==> src/rtl/drr_pkg.sv <==
// rtl/drr_pkg.sv - shared types and constants for the detect-run reporter
package drr_pkg;

    // Default width of the run-length and event counters.
    localparam int DRR_CNT_W = 8;

    // Run-measurement FSM states.
    typedef enum logic [1:0] {
        IDLE = 2'd0,
        RUN  = 2'd1,
        SAT  = 2'd2
    } drr_state_e;

    // One report record at the default counter width: {len, sat}.
    typedef struct packed {
        logic [DRR_CNT_W-1:0] len;
        logic                 sat;
    } drr_rec_t;

    // Packed record width for a given counter width (len bits plus sat flag).
    function automatic int drr_rec_w(input int cnt_w);
        return cnt_w + 1;
    endfunction

endpackage

==> src/rtl/drr_rpt_fifo2.sv <==
// rtl/drr_rpt_fifo2.sv - two-entry record FIFO that drops new data when full
module drr_rpt_fifo2 #(
    parameter int W = 9
) (
    input  logic         clk,
    input  logic         rst,
    input  logic         push,
    input  logic [W-1:0] push_data,
    output logic         full,
    input  logic         pop,
    output logic         empty,
    output logic [W-1:0] head
);

    logic [W-1:0] mem0;
    logic [W-1:0] mem1;
    logic [1:0]   count;
    logic         do_pop;
    logic         do_push;

    // A push into a full FIFO is only taken when a pop frees the head slot in
    // the same cycle; otherwise the incoming record is discarded.
    assign do_pop  = pop && (count != 2'd0);
    assign do_push = push && ((count != 2'd2) || do_pop);

    assign full  = (count == 2'd2);
    assign empty = (count == 2'd0);
    assign head  = mem0;

    // Storage and occupancy; mem0 is always the head entry.
    always_ff @(posedge clk) begin
        if (rst) begin
            mem0  <= '0;
            mem1  <= '0;
            count <= 2'd0;
        end else begin
            case ({do_push, do_pop})
                2'b11: begin
                    if (count == 2'd1) begin
                        mem0 <= push_data;
                    end else begin
                        mem0 <= mem1;
                        mem1 <= push_data;
                    end
                end
                2'b01: begin
                    mem0  <= mem1;
                    count <= count - 2'd1;
                end
                2'b10: begin
                    if (count == 2'd0) begin
                        mem0 <= push_data;
                    end else begin
                        mem1 <= push_data;
                    end
                    count <= count + 2'd1;
                end
                default: ;
            endcase
        end
    end

endmodule

==> src/rtl/detect_run_reporter.sv <==
// rtl/detect_run_reporter.sv - measures runs of z=1 and queues length reports (option: DRR_EVT_CNT_EN)
module detect_run_reporter
    import drr_pkg::*;
#(
    parameter int CNT_W = DRR_CNT_W
) (
    input  logic             clk,
    input  logic             rst,
    input  logic             z,
    input  logic             clr,
    output logic             busy,
    output logic             rpt_valid,
    input  logic             rpt_ready,
    output logic [CNT_W-1:0] rpt_len,
    output logic             rpt_sat,
    output logic             overflow
`ifdef DRR_EVT_CNT_EN
    ,
    output logic [CNT_W-1:0] evt_count
`endif
);

    localparam int              REC_W   = drr_rec_w(CNT_W);
    localparam logic [CNT_W-1:0] LEN_MAX = '1;
    localparam logic [CNT_W-1:0] LEN_ONE = CNT_W'(1);

    drr_state_e       state;
    drr_state_e       next_state;
    logic [CNT_W-1:0] len;
    logic [CNT_W-1:0] next_len;
    logic             rec_push;
    logic [REC_W-1:0] rec_data;
    logic [REC_W-1:0] fifo_head;
    logic             fifo_full;
    logic             fifo_empty;
    logic             rpt_pop;
    logic             rec_lost;

    // State, length and busy registers; busy tracks the next state so it is
    // registered yet always equals (state != IDLE).
    always_ff @(posedge clk) begin
        if (rst) begin
            state <= IDLE;
            len   <= '0;
            busy  <= 1'b0;
        end else begin
            state <= next_state;
            len   <= next_len;
            busy  <= (next_state != IDLE);
        end
    end

    // Run measurement: count while z is high, stick at the maximum, and emit a
    // record on the first cycle z is seen low again.
    always_comb begin
        next_state = state;
        next_len   = len;
        rec_push   = 1'b0;
        case (state)
            IDLE: begin
                if (z) begin
                    next_state = RUN;
                    next_len   = LEN_ONE;
                end
            end
            RUN: begin
                if (z) begin
                    if (len == (LEN_MAX - LEN_ONE)) begin
                        next_state = SAT;
                        next_len   = LEN_MAX;
                    end else begin
                        next_len = len + LEN_ONE;
                    end
                end else begin
                    rec_push   = 1'b1;
                    next_state = IDLE;
                end
            end
            SAT: begin
                if (!z) begin
                    rec_push   = 1'b1;
                    next_state = IDLE;
                end
            end
            default: next_state = IDLE;
        endcase
    end

    assign rec_data  = {len, (state == SAT)};
    assign rpt_valid = !fifo_empty;
    assign rpt_pop   = rpt_valid && rpt_ready;
    assign rpt_len   = fifo_head[REC_W-1:1];
    assign rpt_sat   = fifo_head[0];
    assign rec_lost  = rec_push && fifo_full && !rpt_pop;

    drr_rpt_fifo2 #(
        .W(REC_W)
    ) u_fifo (
        .clk      (clk),
        .rst      (rst),
        .push     (rec_push),
        .push_data(rec_data),
        .full     (fifo_full),
        .pop      (rpt_pop),
        .empty    (fifo_empty),
        .head     (fifo_head)
    );

    // Sticky overflow: a drop in the same cycle as clr still leaves it set.
    always_ff @(posedge clk) begin
        if (rst) begin
            overflow <= 1'b0;
        end else if (rec_lost) begin
            overflow <= 1'b1;
        end else if (clr) begin
            overflow <= 1'b0;
        end
    end

`ifdef DRR_EVT_CNT_EN
    // Completed-run counter, dropped records included; saturates, clr wins.
    always_ff @(posedge clk) begin
        if (rst || clr) begin
            evt_count <= '0;
        end else if (rec_push && (evt_count != LEN_MAX)) begin
            evt_count <= evt_count + LEN_ONE;
        end
    end
`endif

endmodule
==> config.mk <==
export PLATFORM = sky130hd
export DESIGN_NAME = detect_run_reporter
export DESIGN_NICKNAME = d
export VERILOG_FILES = /design/src/rtl/drr_pkg.sv /design/src/rtl/drr_rpt_fifo2.sv /design/src/rtl/detect_run_reporter.sv
export SDC_FILE = /design/constraint.sdc
export NUM_CORES = 1
export LEC_CHECK = 0
export ABC_AREA = 1
export CORE_MARGIN = 10
export CORE_UTILIZATION = 35
export DETAILED_ROUTE_END_ITERATION = 7
export PLACE_DENSITY = 0.59
export SETUP_SLACK_MARGIN = 0.05
export SYNTH_ARGS = -nofsm -noshare
export SYNTH_HDL_FRONTEND = slang
export SYNTH_HIERARCHICAL = 1
export SYNTH_SLANG_ARGS = --single-unit
export TNS_END_PERCENT = 5
==> constraint.sdc <==
create_clock -name clk -period 2.05 [get_ports clk]
set_input_delay 0.615 -clock clk [delete_from_list [all_inputs] [get_ports clk]]
set_output_delay 0.615 -clock clk [all_outputs]
set_load 0.005 [all_outputs]
==> flow_summary.yaml <==
layout:
  fillCellCount: 593
  layout.cells.non_filler: 397
  antenna_cells: 0
  final_cell_area_sq_um: 2390
  drive_gt1_share_pct: 12.9
  area_delta_synth_final_pct: 21.3
  seq_area_sq_um: 642
  fin_nets: 339
  multi_input_area_sq_um: 1140
  fin_util_pct: 43.7
power:
  ir_drop_mv: 0.459
  power_density_nw_per_um2: 825
  total_power_mw: 1.97
  power_leakage_nw: 1.06
critical_path:
  end_kind: "primary output"
  slowest_stage: "dfxtp_2"
  crit_chain: "inv_1 > ha_1 > inv_1 > dlygate4sd2_1"
  crit_buf_inv: 3
  cp_max_fo: 3
  slowest_delay_ns: 0.34
  cp.required_ns: 1.43
  arrival_ns: 1.21
  critPathMostFrequentCell: "inv_1"
  path_class: "register to primary output"
  critPathLaunchType: "register"
  crit_family: "buffers and inverters"
timing:
  fin_ws_ns: 0.227
  fin_setup_tns_ns: 0
  worst_slew_pin_slew_ns: 0.528
  whs_ns: 0.468
  period_share_pct: 88.9
  report.final.hold_viol_count: 0
  min_period_ns: 1.82
  finalSetupViolCount: 0
  fmax_ghz: 0.549
  worst_clock_skew_ns: 0.00393
  relSlewSlack_pct: 64.8
  rsz0062_at_grt: "no"
  slew_violations: 0
placement:
  place_area_sq_um: 2290
  place_ws_ns: -0.0781
  place_inst: 390
  numPortBuffers: 16
  dp_hpwl_um: 3490
  gp_congestion: 0.801
cts:
  clockRootBuffer: "clkbuf_8"
  worstSkewPairLatency_ns: 0.28
  clkSinkCount: 32
  cts_buffers: 5
  h-tree-depth: 2
  cts_tree: "yes"
  clk_pin_slew_ns: 0.06
  clk_path_buf_depth: 2
  holdBufCountCts: 0
drt:
  wl_um: 4800
  drt_pass1_iterations: 6
  avgViaCountPerCell: 4.77
  wl_per_cell_um: 12.1
  first_iter_violations: 107
  vias: 1895
  drtAntennaViolNets: 0
  post-route-drc-count: 0
yosys:
  syn_area_per_cell_sq_um: 6.68
  synthTopCellsByArea: "dfxtp_1, nand2_1, nand3_1, nor2_1, inv_1"
  yosys_warnings: 6
  synth_flop_cell: "dfxtp_1"
  synth_edf_count: 0
  ys_seq_area_share_pct: 32.5
  synth_area_sq_um: 1970
  postSynth.asyncResetShare_pct: 0
  ys_ff_latch: 32
  yosysTopAreaCellShare_pct: 32.5
  synth_area_leader_cell: "dfxtp_1"
  ys_types: 28
  netlist_instances: 295
  synth.top_cells.by_count: "nand2_1, nor2_1, nand3_1"
  synth_nets: 309
  yosysMostFrequentCell: "nand2_1"
job:
  max_cap_viol_count: 0
global_route:
  grt.overflow.total: 0
  grt_max_degree: 19
  grt_first_pass_wirelength_um: 8600
  grt_pass1_vias: 1897
  grt_usage_pct: 11.7
  antenna_found_initial: 0
die:
  die_y_um: 95.0
  fp.coreArea_sq_um: 5470
  io_pins: 17
  initial_utilization_pct: 36.0
  rows: 27
  fp.dieArea_sq_um: 9030
  die_w_um: 95.0
min_path:
  min_path_type: "register to register"
status:
  outcome: "finished clean"
## power breakdown
group / total [mW] / switching (mW) / internal (mW)
clock: 0.526 / 0.227 / 0.299
sequential: 0.740 / 0.0405 / 0.699
combinational: 0.705 / 0.394 / 0.311
## worst reg2reg max path: stages, from the launching register on
cell and delay, ns:
dfxtp_1 0.39, inv_1 0.11, ha_1 0.28, inv_1 0.04, nor2_2 0.12, inv_1 0.12
nor2_4 0.15, nand3_2 0.09, buf_4 0.19, a21oi_1 0.15, nor2_1 0.06
## logic make-up (layout without fill, tap and decap cells)
| kind of cell | after synthesis | in the layout | share of synthesized area (%) |
|---|---|---|---|
| DFF | 32 | 32 | 32.5 |
| AOI/OAI and AO/OA | 50 | 50 | 14.3 |
| buffers and inverters | 44 | 74 | 9.84 |
| adders and majority gates | 9 | 9 | 5.71 |
| and+or+nand+nor | 160 | 160 | 37.6 |
## sequential cells by signal (all words and copies together), names as in the netlist
| register | flops |
|---|---|
| u_fifo/head | 9 |
| u_fifo/mem1 | 9 |
| len | 8 |
| state | 2 |
| u_fifo/count | 2 |
| busy | 1 |
| overflow | 1 |
## routing by layer
layer / global-route usage, % / part of all wire [%] / vias up
met5: 0 / 0 / -
met4: 3.74 / 1.2 / 0
met3: 3.30 / 3.6 / 6
met2: 20.4 / 48 / 15
met1: 13.5 / 47 / 858
li1: - / - / 1016
## placed cells by master, fill, tap and decap left out, drive strengths merged, types with 2 or more instances in the layout
cell / netlist / final
o21ai: 16 / 16
nor2: 48 / 48
clkbuf: 1 / 7
nand3: 37 / 37
o21a: 9 / 9
clkdlybuf4s50: 0 / 15
buf: 8 / 16
inv: 35 / 35
nand4: 5 / 5
nand2: 66 / 66
nor3: 2 / 2
dfxtp: 32 / 32
a21oi: 22 / 22
ha: 9 / 9
## layout make-up
class | count | share of cell area (%)
multi-input cells | 219 | 47.6
flip-flops and latches | 32 | 26.9
repair buffers | 32 | 12.2
inverters | 35 | 5.50
clock buffers | 7 | 4.03
well taps | 72 | 3.77
## worst paths after layout
| kind | slack [ns] | startpoint | end | cells after the start |
|---|---|---|---|---|
| hold reg to reg | 0.47 | overflow | overflow | 2 |
| hold / removal | 0.47 | overflow | overflow | 2 |
| setup / recovery | 0.23 | u_fifo/count[0] | rpt_valid | 4 |
| setup reg to reg | 0.26 | state[1] | u_fifo/mem1[6] | 10 |
## repair_timing
item | 4_1_cts | 5_1_grt
endpoints found under the setup margin | 1 | 6
gates resized for setup | 2 | 1
setup buffers | 0 | 0
gates cloned | 0 | 0
(Power assumes the default switching activity.)
